==> src/rtl/alu_pkg.sv <==
// +--------------------------------------------------------------------------+
// | alu_pkg : opcodes, ALU select encodings and shared types for the issue   |
// | stage.                                              Revision: 1.0        |
// +--------------------------------------------------------------------------+
`default_nettype none

package alu_pkg;

   localparam logic [6:0] c_OPC_OP     = 7'b0110011;
   localparam logic [6:0] c_OPC_OP_IMM = 7'b0010011;
   localparam logic [6:0] c_OPC_LUI    = 7'b0110111;
   localparam logic [6:0] c_OPC_AUIPC  = 7'b0010111;
   localparam logic [6:0] c_OPC_JAL    = 7'b1101111;
   localparam logic [6:0] c_OPC_JALR   = 7'b1100111;
   localparam logic [6:0] c_OPC_LOAD   = 7'b0000011;
   localparam logic [6:0] c_OPC_STORE  = 7'b0100011;
   localparam logic [6:0] c_OPC_BRANCH = 7'b1100011;

   localparam logic [1:0] c_OUT_ARITH = 2'b00;
   localparam logic [1:0] c_OUT_COMP  = 2'b01;
   localparam logic [1:0] c_OUT_LOGIC = 2'b10;
   localparam logic [1:0] c_OUT_SHIFT = 2'b11;

   localparam logic [1:0] c_SHIFT_SLL = 2'b00;
   localparam logic [1:0] c_SHIFT_SRL = 2'b10;
   localparam logic [1:0] c_SHIFT_SRA = 2'b11;

   localparam logic [1:0] c_LOGIC_XOR = 2'b00;
   localparam logic [1:0] c_LOGIC_OR  = 2'b01;
   localparam logic [1:0] c_LOGIC_AND = 2'b10;

   typedef struct packed {
      logic       sel_a;
      logic       sel_comp;
      logic [1:0] sel_s;
      logic [1:0] sel_l;
      logic [1:0] sel_alu_out;
   } alu_ctrl_t;

   localparam alu_ctrl_t c_CTRL_ADD = '0;

   typedef enum logic [1:0] {
      SRCA_RS1  = 2'b00,
      SRCA_PC   = 2'b01,
      SRCA_ZERO = 2'b10
   } srca_sel_e;

   typedef enum logic [0:0] {
      SRCB_RS2 = 1'b0,
      SRCB_IMM = 1'b1
   } srcb_sel_e;

   // x0 never forwards; the younger EX/MEM result wins over MEM/WB
   function automatic logic [31:0] fwd_pick(
      input logic [4:0]  rs,
      input logic [31:0] rf_data,
      input logic        mem_we,
      input logic [4:0]  mem_rd,
      input logic [31:0] mem_data,
      input logic        wb_we,
      input logic [4:0]  wb_rd,
      input logic [31:0] wb_data
   );
      if (rs != 5'd0 && mem_we && mem_rd == rs) return mem_data;
      if (rs != 5'd0 && wb_we && wb_rd == rs) return wb_data;
      return rf_data;
   endfunction

endpackage

`default_nettype wire

==> src/rtl/alu_op_decode.sv <==
// +--------------------------------------------------------------------------+
// | alu_op_decode : combinational RV32I decode into ALU selects, immediate,  |
// | operand selects, rd write enable and illegal flag.  Revision: 1.0        |
// +--------------------------------------------------------------------------+
`default_nettype none

module alu_op_decode
   import alu_pkg::*;
#(
   parameter int ILLEGAL_AS_NOP = 1
) (
   input  logic [31:0] i_instr,
   output alu_ctrl_t   o_ctrl,
   output logic [31:0] o_imm,
   output srca_sel_e   o_srca_sel,
   output srcb_sel_e   o_srcb_sel,
   output logic        o_rd_we,
   output logic        o_illegal
);

   logic [6:0]  w_opc;
   logic [2:0]  w_f3;
   logic [6:0]  w_f7;
   logic [31:0] w_imm_i, w_imm_s, w_imm_u, w_imm_j;
   logic        w_class_we;

   assign w_opc   = i_instr[6:0];
   assign w_f3    = i_instr[14:12];
   assign w_f7    = i_instr[31:25];
   assign w_imm_i = {{20{i_instr[31]}}, i_instr[31:20]};
   assign w_imm_s = {{20{i_instr[31]}}, i_instr[31:25], i_instr[11:7]};
   assign w_imm_u = {i_instr[31:12], 12'b0};
   assign w_imm_j = {{12{i_instr[31]}}, i_instr[19:12], i_instr[20], i_instr[30:21], 1'b0};

   always_comb begin
      o_ctrl     = c_CTRL_ADD;
      o_imm      = '0;
      o_srca_sel = SRCA_RS1;
      o_srcb_sel = SRCB_RS2;
      w_class_we = 1'b0;
      o_illegal  = 1'b0;
      case (w_opc)
         c_OPC_OP, c_OPC_OP_IMM: begin
            w_class_we = 1'b1;
            if (w_opc == c_OPC_OP) begin
               o_illegal = !(w_f7 == 7'b0000000 || w_f7 == 7'b0100000);
            end else begin
               o_srcb_sel = SRCB_IMM;
               o_imm      = w_imm_i;
            end
            case (w_f3)
               3'b000: o_ctrl.sel_a = (w_opc == c_OPC_OP) && i_instr[30];
               3'b010: begin
                  o_ctrl.sel_a       = 1'b1;
                  o_ctrl.sel_comp    = 1'b1;
                  o_ctrl.sel_alu_out = c_OUT_COMP;
               end
               3'b011: begin
                  o_ctrl.sel_a       = 1'b1;
                  o_ctrl.sel_alu_out = c_OUT_COMP;
               end
               3'b100: begin
                  o_ctrl.sel_l       = c_LOGIC_XOR;
                  o_ctrl.sel_alu_out = c_OUT_LOGIC;
               end
               3'b110: begin
                  o_ctrl.sel_l       = c_LOGIC_OR;
                  o_ctrl.sel_alu_out = c_OUT_LOGIC;
               end
               3'b111: begin
                  o_ctrl.sel_l       = c_LOGIC_AND;
                  o_ctrl.sel_alu_out = c_OUT_LOGIC;
               end
               default: begin
                  o_ctrl.sel_s       = (w_f3 == 3'b001) ? c_SHIFT_SLL :
                                       (i_instr[30] ? c_SHIFT_SRA : c_SHIFT_SRL);
                  o_ctrl.sel_alu_out = c_OUT_SHIFT;
                  if (w_opc == c_OPC_OP_IMM) begin
                     o_imm     = {27'b0, i_instr[24:20]};
                     o_illegal = i_instr[25];
                  end
               end
            endcase
         end
         c_OPC_LUI: begin
            o_srca_sel = SRCA_ZERO;
            o_srcb_sel = SRCB_IMM;
            o_imm      = w_imm_u;
            w_class_we = 1'b1;
         end
         c_OPC_AUIPC, c_OPC_JAL: begin
            o_srca_sel = SRCA_PC;
            o_srcb_sel = SRCB_IMM;
            o_imm      = (w_opc == c_OPC_JAL) ? w_imm_j : w_imm_u;
            w_class_we = 1'b1;
         end
         c_OPC_JALR, c_OPC_LOAD: begin
            o_srcb_sel = SRCB_IMM;
            o_imm      = w_imm_i;
            w_class_we = 1'b1;
         end
         c_OPC_STORE: begin
            o_srcb_sel = SRCB_IMM;
            o_imm      = w_imm_s;
         end
         c_OPC_BRANCH: begin
            o_ctrl.sel_a = 1'b1;
            if (w_f3[2]) begin
               o_ctrl.sel_comp    = !w_f3[1];
               o_ctrl.sel_alu_out = c_OUT_COMP;
            end
         end
         default: o_illegal = 1'b1;
      endcase
      if (o_illegal) o_ctrl = c_CTRL_ADD;
   end

   assign o_rd_we = w_class_we && !(o_illegal && ILLEGAL_AS_NOP != 0) && (i_instr[11:7] != 5'd0);

endmodule

`default_nettype wire

==> src/rtl/alu_issue_stage.sv <==
// +--------------------------------------------------------------------------+
// | alu_issue_stage : ID/EX valid/ready register feeding the ALU, with flush |
// | and optional operand forwarding (ALU_ISSUE_FWD_EN).  Revision: 1.0       |
// +--------------------------------------------------------------------------+
`default_nettype none

module alu_issue_stage
   import alu_pkg::*;
#(
   parameter int XLEN           = 32,
   parameter int ILLEGAL_AS_NOP = 1
) (
   input  logic            clk,
   input  logic            rst,
   input  logic            flush,
   input  logic            in_valid,
   output logic            in_ready,
   input  logic [XLEN-1:0] in_instr,
   input  logic [XLEN-1:0] in_pc,
   input  logic [XLEN-1:0] in_rs1_data,
   input  logic [XLEN-1:0] in_rs2_data,
   input  logic            fwd_mem_we,
   input  logic [4:0]      fwd_mem_rd,
   input  logic [XLEN-1:0] fwd_mem_data,
   input  logic            fwd_wb_we,
   input  logic [4:0]      fwd_wb_rd,
   input  logic [XLEN-1:0] fwd_wb_data,
   output logic            out_valid,
   input  logic            out_ready,
   output logic [XLEN-1:0] out_srcA,
   output logic [XLEN-1:0] out_srcB,
   output logic            out_sel_a,
   output logic            out_sel_comp,
   output logic [1:0]      out_sel_s,
   output logic [1:0]      out_sel_l,
   output logic [1:0]      out_sel_alu_out,
   output logic [XLEN-1:0] out_rs2_data,
   output logic [4:0]      out_rd,
   output logic            out_rd_we,
   output logic            out_illegal
);

   alu_ctrl_t       w_ctrl;
   logic [31:0]     w_imm;
   srca_sel_e       w_srca_sel;
   srcb_sel_e       w_srcb_sel;
   logic            w_rd_we, w_illegal, w_accept;
   logic [XLEN-1:0] w_rs1, w_rs2, w_srca, w_srcb;

   logic            r_valid;
   logic [XLEN-1:0] r_srca, r_srcb, r_rs2;
   alu_ctrl_t       r_ctrl;
   logic [4:0]      r_rd;
   logic            r_rd_we, r_illegal;

   alu_op_decode #(.ILLEGAL_AS_NOP(ILLEGAL_AS_NOP)) u_decode (
      .i_instr    (in_instr),
      .o_ctrl     (w_ctrl),
      .o_imm      (w_imm),
      .o_srca_sel (w_srca_sel),
      .o_srcb_sel (w_srcb_sel),
      .o_rd_we    (w_rd_we),
      .o_illegal  (w_illegal)
   );

`ifdef ALU_ISSUE_FWD_EN
   assign w_rs1 = fwd_pick(in_instr[19:15], in_rs1_data, fwd_mem_we, fwd_mem_rd, fwd_mem_data,
                           fwd_wb_we, fwd_wb_rd, fwd_wb_data);
   assign w_rs2 = fwd_pick(in_instr[24:20], in_rs2_data, fwd_mem_we, fwd_mem_rd, fwd_mem_data,
                           fwd_wb_we, fwd_wb_rd, fwd_wb_data);
`else
   logic w_unused_fwd;
   assign w_unused_fwd = ^{fwd_mem_we, fwd_mem_rd, fwd_mem_data, fwd_wb_we, fwd_wb_rd, fwd_wb_data};
   assign w_rs1 = in_rs1_data;
   assign w_rs2 = in_rs2_data;
`endif

   always_comb begin
      case (w_srca_sel)
         SRCA_PC:   w_srca = in_pc;
         SRCA_ZERO: w_srca = '0;
         default:   w_srca = w_rs1;
      endcase
      w_srcb = (w_srcb_sel == SRCB_IMM) ? w_imm : w_rs2;
   end

   assign in_ready = !r_valid || out_ready;
   assign w_accept = in_valid && in_ready;

   always_ff @(posedge clk) begin
      if (rst) begin
         r_valid   <= 1'b0;
         r_srca    <= '0;
         r_srcb    <= '0;
         r_rs2     <= '0;
         r_ctrl    <= c_CTRL_ADD;
         r_rd      <= '0;
         r_rd_we   <= 1'b0;
         r_illegal <= 1'b0;
      end else if (flush) begin
         r_valid <= 1'b0;
      end else if (w_accept) begin
         r_valid   <= 1'b1;
         r_srca    <= w_srca;
         r_srcb    <= w_srcb;
         r_rs2     <= w_rs2;
         r_ctrl    <= w_ctrl;
         r_rd      <= in_instr[11:7];
         r_rd_we   <= w_rd_we;
         r_illegal <= w_illegal;
      end else if (out_ready) begin
         r_valid <= 1'b0;
      end
   end

   assign out_valid       = r_valid;
   assign out_srcA        = r_srca;
   assign out_srcB        = r_srcb;
   assign out_rs2_data    = r_rs2;
   assign out_sel_a       = r_ctrl.sel_a;
   assign out_sel_comp    = r_ctrl.sel_comp;
   assign out_sel_s       = r_ctrl.sel_s;
   assign out_sel_l       = r_ctrl.sel_l;
   assign out_sel_alu_out = r_ctrl.sel_alu_out;
   assign out_rd          = r_rd;
   assign out_rd_we       = r_rd_we;
   assign out_illegal     = r_illegal;

endmodule

`default_nettype wire

==> config.mk <==
export PLATFORM = sky130hd
export DESIGN_NAME = alu_issue_stage
export DESIGN_NICKNAME = d
export VERILOG_FILES = /design/src/rtl/alu_pkg.sv /design/src/rtl/alu_op_decode.sv /design/src/rtl/alu_issue_stage.sv
export SDC_FILE = /design/constraint.sdc
export NUM_CORES = 1
export LEC_CHECK = 0
export ABC_CLOCK_PERIOD_IN_PS = 3800
export CAP_MARGIN = 10
export CORE_ASPECT_RATIO = 0.6
export CORE_MARGIN = 2
export CORE_UTILIZATION = 36
export CTS_CLUSTER_DIAMETER = 100
export DETAILED_ROUTE_END_ITERATION = 6
export GPL_TIMING_DRIVEN = 0
export PLACE_DENSITY = 0.81
export SKIP_LAST_GASP = 1
export SYNTH_ARGS = -nofsm -noshare
export SYNTH_HDL_FRONTEND = slang
export SYNTH_SLANG_ARGS = --single-unit
==> constraint.sdc <==
create_clock -name clk -period 3.8 [get_ports clk]
set_clock_uncertainty 0.15 [all_clocks]
set_input_delay 0.76 -clock clk [delete_from_list [all_inputs] [get_ports clk]]
set_output_delay 0.76 -clock clk [all_outputs]
set_load 0.05 [all_outputs]
Yosys cells after proc, flatten, opt, wreduce, memory -nomap -nowiden --
Index checks and enable logic that the tools add are counted.
Cells by class: eq/ne operators 18, reductions and logical operators 25, bitwise operators 1, multiplexer cells 30
Operators with widths (count):
- one-hot mux 32 bit (5 select lines) | 1
- two-way mux 32 bit | 4
- one-hot mux 32 bit (2 select lines) | 1
- two-way mux 31 bit | 1
- equality test 7 x 6 -> 1 bit (second input constant) | 4
- equality test 7 bit (second input constant) | 3
- one-hot mux 2 bit (2 select lines) | 4
- equality test 7 x 5 -> 1 bit (second input constant) | 2
- OR reduction 7 bit | 2
- OR reduction 6 bit | 2
- two-way mux 1 bit | 11
- OR reduction 2 bit | 5
- equality test 3 bit (second input constant) | 3
- two-way mux 8 bit | 1
- equality test 7 x 2 -> 1 bit (second input constant) | 1
- logical NOT 7 bit | 1
- equality test 3 x 2 -> 1 bit (second input constant) | 2
- one-hot mux 1 bit (2 select lines) | 3
- one-hot mux 2 bit (3 select lines) | 1
- nonzero test 5 bit | 1
- logical AND 1 bit | 4
- logical NOT 1 bit | 4
- two-way mux 2 bit | 2
- two-way mux 4 bit | 1
- other kinds (9) | 10
Word-level totals: register bits 112, bits of input ports 209, output and inout port bits 113, word-level logic and storage cells 86

Longest topological paths before layout --
depth in word-level cells 10, gate-level depth with buffers 12, gate-level depth less buffers 10

Modules after synthesis --
Synthesis repeated with hierarchy kept, for this count alone.
Second synthesis, totals: cell total of the unflattened synthesis 630, area, all modules 5611.6 sq um
Modules (own cells, without submodules):
- alu_issue_stage | area each 4854.7 sq um, times used 1, cells each 519, seq. area each 2242.2 sq um
- alu_op_decode | area each 757.0 sq um, times used 1, cells each 111, seq. area each 0.0 sq um

Worst setup path after synthesis --
No wires, ideal clock.
path kind input-to-reg, start input in_instr[6], end register r_srcb[20] (netlist: out_srcB[20]), stages on the path 12, path buffers 2, setup time 0.086 ns, path slack 0.568 ns, arrival time 2.995 ns, data required time 3.564 ns, cells stage by stage clkbuf_1 nor2b_1 nand2_1 nor3_1 clkbuf_1 nand2_1 ha_1 o21ai_0 o21ai_0 nor4_1 a31oi_1 a221oi_2
On the way: cells in the longest elaborated chain, start to end 6, elaborated cells between the ends (all ways) 20, classes of those cells eq/ne: 8; mux: 8; reduce/logical: 4
Ends and longest elaborated chain:
- start, declared | line alu_issue_stage.sv:18 | input logic [XLEN-1:0] in_instr,
- equality test 7 x 6 -> 1 bit | line alu_op_decode.sv:42, alu_op_decode.sv:45
- two-way mux 32 bit | line alu_op_decode.sv:45 | if (w_opc == c_OPC_OP) begin
- two-way mux 32 bit | line alu_op_decode.sv:78 | if (w_opc == c_OPC_OP_IMM) begin
- two-way mux 32 bit | line alu_op_decode.sv:51 | case (w_f3)
- one-hot mux 32 bit (5 select lines) | line alu_op_decode.sv:42 | case (w_opc)
- two-way mux 32 bit * | line alu_issue_stage.sv:84 | w_srcb = (w_srcb_sel == SRCB_IMM) ? w_imm : w_rs2;
- end signal, assigned | line alu_issue_stage.sv:105 | r_srcb <= w_srcb;
- end, declared | line alu_issue_stage.sv:51 | logic [XLEN-1:0] r_srca, r_srcb, r_rs2;
Mark *: on every way between the ends. The rest lies on a longest branch, timed or not. A chain may end at the register's enable or synchronous reset.

Worst setup path in the final report --
start input in_instr[6], end register r_srcb[24] (netlist: out_srcB[24])
Same word-level chain as after synthesis.

==> results.md <==
- Synth unique cells: 48
- HPWL after detailed placement: 15370 um
- Sink Count: 112
- Core ar.: 0.01301 sq mm
- Worst-skew pair later-pin latency: 0.35 ns
- Starting DRC count in detailed routing: 469
- Largest net degree at the start of global routing: 20
- Full die area: 0.01444 sq mm
- Met1 usage: 37.44%
- Avg Cell Area, Syn: 8.316 sq um
- Mapped Nets: 794
- Arr. time, crit path: 3.77 ns
- Nets: 1051
- Yosys reg bits: 112
- Place WS: -0.8040 ns
- Number of flops mapped to enable cells by yosys: 0
- Area growth from synthesis to layout: 61.63%
- Clock Path Buffers: 2
- Ys Warns: 0
- Num CTS Buffers: 9
- Placed Cells: 997
- Crit share post-route: 96.31%
- Most used DFF post-synth: dfxtp_1
- Global route hottest layer: met2
- Overall routing resource usage: 26.79%
- Normalized max-slew margin: 54.26%
- Slew Limit Fails: 0
- PD cells: 369.8 mW/mm^2
- Row cnt: 32
- Maximum VDD drop: 202.9 uV
- Post-Syn Area: 0.004848 sq mm
- Vias per cell: 5.609
- Top Ports: 322
- Seq/Total Area, Yosys: 46.25%
- Final min period: 3.660 ns
- CP Class: in -> reg
- Number of max-cap violations: 0
- GR Util met3: 7.611%
- Root buf cell: clkbuf_16
- GPL Wtd Cong: 0.9423
- FMAX: 273.2 MHz
- Leak: 2.775 nW
- DR WL/cell: 19.54 um
- # port buffers: 244
- Util after Layout: 60.22%
- WHS Path Cells: 2
- Layout cells sized above 1: 5.325%
- Worst-margin pin slew: 0.6861 ns
- CP endpoint kind: flop
- Vias in the first global route: 5241
- Async S/R FF share, synth: 0%
- Pre-Repair DR Iteration Count: 6
- Routed via count: 5693
- Die width: 153.8 um
- Global-route wire length before repair: 29840 um
- Setup violations, final: 0
- Hold Path Class: reg -> reg
- Die Span Y: 93.89 um
- Worst Reg-to-Reg Cells: 8
- Setup repair after global routing missed its margin: yes
- Final WL: 19840 um
- Hold Vio Cnt, Final: 0
- CTS H-tree lvls: 3
- CTS tree: built
- Commonest non-fill, non-tap cell in the layout: clkdlybuf4s50_1
- GRT met2 Usage: 42.08%
- Most frequent cells in the layout: clkdlybuf4s50_1 (244), dfxtp_1 (112), nand2_1 (98)
- Status: complete, no violations
- Total global routing overflow: 0
- Critical-path maximum fanout: 10
- Antenna diodes: 0
- Antenna violations before repair: 0
- Worst Slack Setup Final: 0.1403 ns
- CTS Hold Buffers Added: 0
- DRC violations left: 0
- Startpoint Class: input port
- CP required: 3.91 ns
- Synthesized instance count: 583
- Clock slew at reported path FFs: 0.08 ns
- Initial Util: 37.26%
- Antenna Nets Post-Route: 0
- Fin cells: 1015
where the power goes:
part,switching (W),total [W],leakage [nW],internal (W)
combinational,0.000423,0.000715,1.72,0.000292
clock,0.000464,0.000920,0.139,0.000456
sequential,0.0000309,0.00126,0.916,0.00123
worst paths after layout:
kind / startpoint / slack (ns) / to
max: in_instr[6] / 0.14 / out_srcB[24]$_SDFFE_PP0P_
min reg2reg: out_rs2_data[4]$_SDFFE_PP0P_ / 0.31 / out_rs2_data[4]$_SDFFE_PP0P_
min: out_rs2_data[4]$_SDFFE_PP0P_ / 0.31 / out_rs2_data[4]$_SDFFE_PP0P_
max reg2reg: out_valid$_SDFFE_PP0P_ / 1.14 / out_rd[1]$_SDFFE_PP0P_
metrics by stage:
stage / cell area [sq um] / hold slack, ns / total power, W / setup TNS [ns]
finish: 7836 / 0.3059 / 0.002898 / 0
global route: 7836 / 0.3224 / 0.002992 / -0.1758
CTS: 7800 / 0.3056 / 0.002902 / 0
detailed placement: 7503 / 0.2953 / 0.001996 / -30.29
global placement: 7503 / 0.2895 / 0.001989 / -30.37
floorplan: 4848 / 0.5211 / 0.001663 / 0
sequential cells by signal, summed over array words and instances, names as in the netlist:
signal,flops
out_illegal,1
out_rd,5
out_rd_we,1
out_rs2_data,32
out_sel_a,1
out_sel_alu_out,2
out_sel_comp,1
out_sel_l,2
out_sel_s,2
out_srcA,32
out_srcB,32
out_valid,1
critical path: stages:
cell and delay [ns]:
clkdlybuf4s50_1 0.44, clkbuf_1 0.24, nor2b_2 0.22, nand2_1 0.12, nor3_2 0.22, clkbuf_4 0.29
nand2_1 0.10, ha_1 0.27, o21ai_0 0.09, o21ai_0 0.13, nor4_2 0.51, a31oi_1 0.12
a221oi_2 0.26
cell type report:
type | count | area, sq um
Tap cell | 170 | 212.7
Clock inverter | 6 | 51.30
Timing Repair Buffer | 246 | 2457
Buffer | 49 | 198.9
Clock buffer | 10 | 229.0
Sequential cell | 112 | 2242
Multi-Input combinational cell | 414 | 2415
Fill cell | 1175 | 5176
Inverter | 8 | 30.03
cells in the mapped netlist, types with 2 or more instances:
master     count  share of area [%]
dfxtp_1      112                 46
nand2_1       98                7.6
a21oi_1       62                6.4
nor2_1        47                3.6
clkbuf_1      44                3.4
nor3_1        35                3.6
a221oi_1      31                5.6
a2bb2oi_1     27                4.9
o22ai_1       21                2.7
o21ai_0       12                1.2
a22oi_1        9                1.4
nand3_1        9               0.93
inv_1          8               0.62
a31oi_1        6               0.77
nand3b_1       6               0.93
a221oi_2       5                1.5
nor2b_1        5               0.65
nor4_1         4               0.52
buf_2          3               0.31
a22o_1         2               0.36
a311oi_1       2               0.36
a32o_1         2               0.41
and3_1         2               0.26
buf_1          2               0.15
ha_1           2               0.52
nand4_1        2               0.26
nor3b_1        2               0.31
o211ai_1       2               0.31
o21a_1         2               0.31
metal layers:
layer | vias up | share of wire, %
met2 | 283 | 44
met1 | 2727 | 45
li1 | 2673 | -
met5 | - | 0
met3 | 10 | 10
met4 | 0 | 0.58
repair_timing:
| action | CTS | global route |
|---|---|---|
| resized for setup | 5 | 13 |
| pin swaps | 0 | 1 |
| buffers inserted | 0 | 2 |
| setup endpoints to repair | 46 | 46 |
cells by family (layout without fill, tap and decap cells):
kind of cell | after synthesis | after routing | share of synthesized area (%)
buffers and inverters | 57 | 319 | 4.490
adder cells (fa/ha/maj) | 2 | 2 | 0.5160
AND/OR/NAND/NOR | 221 | 221 | 20.65
AO/OA/AOI/OAI | 191 | 191 | 28.10
flip-flops | 112 | 112 | 46.25
Note: power is estimated with default switching activity, not from simulation.
==> RTL change: new RTL, config.mk and constraints unchanged <==
Reset style: asynchronous (`rst`), changed in one clocked block.
--- a/src/rtl/alu_issue_stage.sv
+++ b/src/rtl/alu_issue_stage.sv
@@ -89,3 +89,3 @@
 
-   always_ff @(posedge clk) begin
+   always_ff @(posedge clk or posedge rst) begin
       if (rst) begin
Behaviour: differs if rst is asserted again (counterexample within 4 cycles, from zero or initial values and one cycle with rst high); with rst held inactive, the same outputs for 4 cycles.
==> RTL change against the unedited design <==
Worst setup slack improved by 0.032 ns. Hold slack improved by 0.022 ns. Cell area increased by 7.4%. Critical path type unchanged. Global-route usage decreased by 2.1 points. Sequential cell count unchanged. Wire length decreased by 1.3%. Synthesized cell count decreased by 0.17%. Area after synthesis increased by 10%.
Power is not compared: it rests on default switching activity, and its combinational part moved more than twofold at a synthesized area within 25%.
==> RTL change: results (changes against the unedited design) <==
| Metric | Value |
|---|---|
| Wl on met1 | 9064 um (+1.0%) |
| Iteration count of the initial detailed-routing pass | 5 (-1) |
| R2R depth | 6 (-2) |
| Start point of the critical path | in_instr[4] |
| Number of nets in the layout | 1050 (-0.095%) |
| Cell at the slowest stage of the critical path | sky130_fd_sc_hd__clkdlybuf4s50_1 |
| Ranking of synthesized cells by area | sky130_fd_sc_hd__dfrtp_1 53%, sky130_fd_sc_hd__nand2_1 9.8%, sky130_fd_sc_hd__nor2_1 5.8% |
| Delay contributed by the slowest stage of the critical path | 0.53 ns (+0.02 ns) |
| Highest attainable clock frequency | 275.6 MHz (+0.87%) |
| Maximum number of pins on one net before global-route repair | 41 (+110%) |
| Wire length of the first global-routing pass | 30150 um (+1.1%) |
| Dominant register cell in the synthesized netlist | sky130_fd_sc_hd__dfrtp_1 |
| Total track usage | 24.67% (-2.1 points) |
| Startpoint of the worst hold path | out_rs2_data[1] |
| WHS | 0.3281 ns (+0.02223 ns) |
| Portion of the post-synthesis area used by sequential elements | 52.51% (+6.3 points) |
| Global routing usage on met2 | 36.88% (-5.2 points) |
| Worst setup slack before clock tree synthesis | -0.5871 ns (+0.2170 ns) |
| Result of the run | finished clean |
| Crit Reg-Reg Startpoint | out_valid |
| Avg Inst Size Synth | 9.171 um2 (+10%) |
| Share of layout cells above drive strength 1 | 5.450% (+0.12 points) |
| Cell variety after synth | 58 (+21%) |
| Critical Path AT | 3.71 ns (-0.06 ns) |
| Total number of vias | 5547 (-2.6%) |
| Setup slack of the most critical reg-to-reg path | 1.22 ns (+0.08 ns) |
| Total met2 wirelength after detailed routing | 8383 um (-4.0%) |
| Routed Wire Length | 19570 um (-1.3%) |
| Crit path capture | out_srcA[26] |
| Number of DRC violations after detailed-routing iteration 0 | 395 (-16%) |
| Final Wtd Congestion | 0.8649 (-8.2%) |
[RTL change: cell families (layout without fill, tap and decap cells)]
family	Yosys count	after routing	share of synthesized area, %
DFF	112	112	52.51
adders and majority gates	2	2	0.4687
buffers and inverters	50	312	4.055
muxes	1	1	0.2110
and+or+nand+nor	278	278	23.09
AOI/OAI and AO/OA	139	139	19.67
[RTL change: layout make-up]
cell class | instances | area [um2]
Tap cell | 198 | 247.7
Clock buffer | 12 | 256.5
Timing Repair Buffer | 246 | 2482
Sequential cell | 112 | 2803
Fill cell | 1242 | 6093
Inverter | 8 | 33.78
Buffer | 42 | 196.4
Clock inverter | 4 | 51.30
Multi-Input combinational cell | 420 | 2342
[RTL change: worst max-delay path, delay by kind of cell]
family	cells	cell delay, ns
AND/OR/NAND/NOR	5	0.93
buffers and inverters	5	1.33
adder cells (fa/ha/maj)	1	0.36
AO/OA/AOI/OAI	1	0.33
[RTL change: repair_timing]
action                                  4_1_cts  5_1_grt
hold buffers                                  0        0
endpoints found under the setup margin       31       31
resized for setup                             2       15
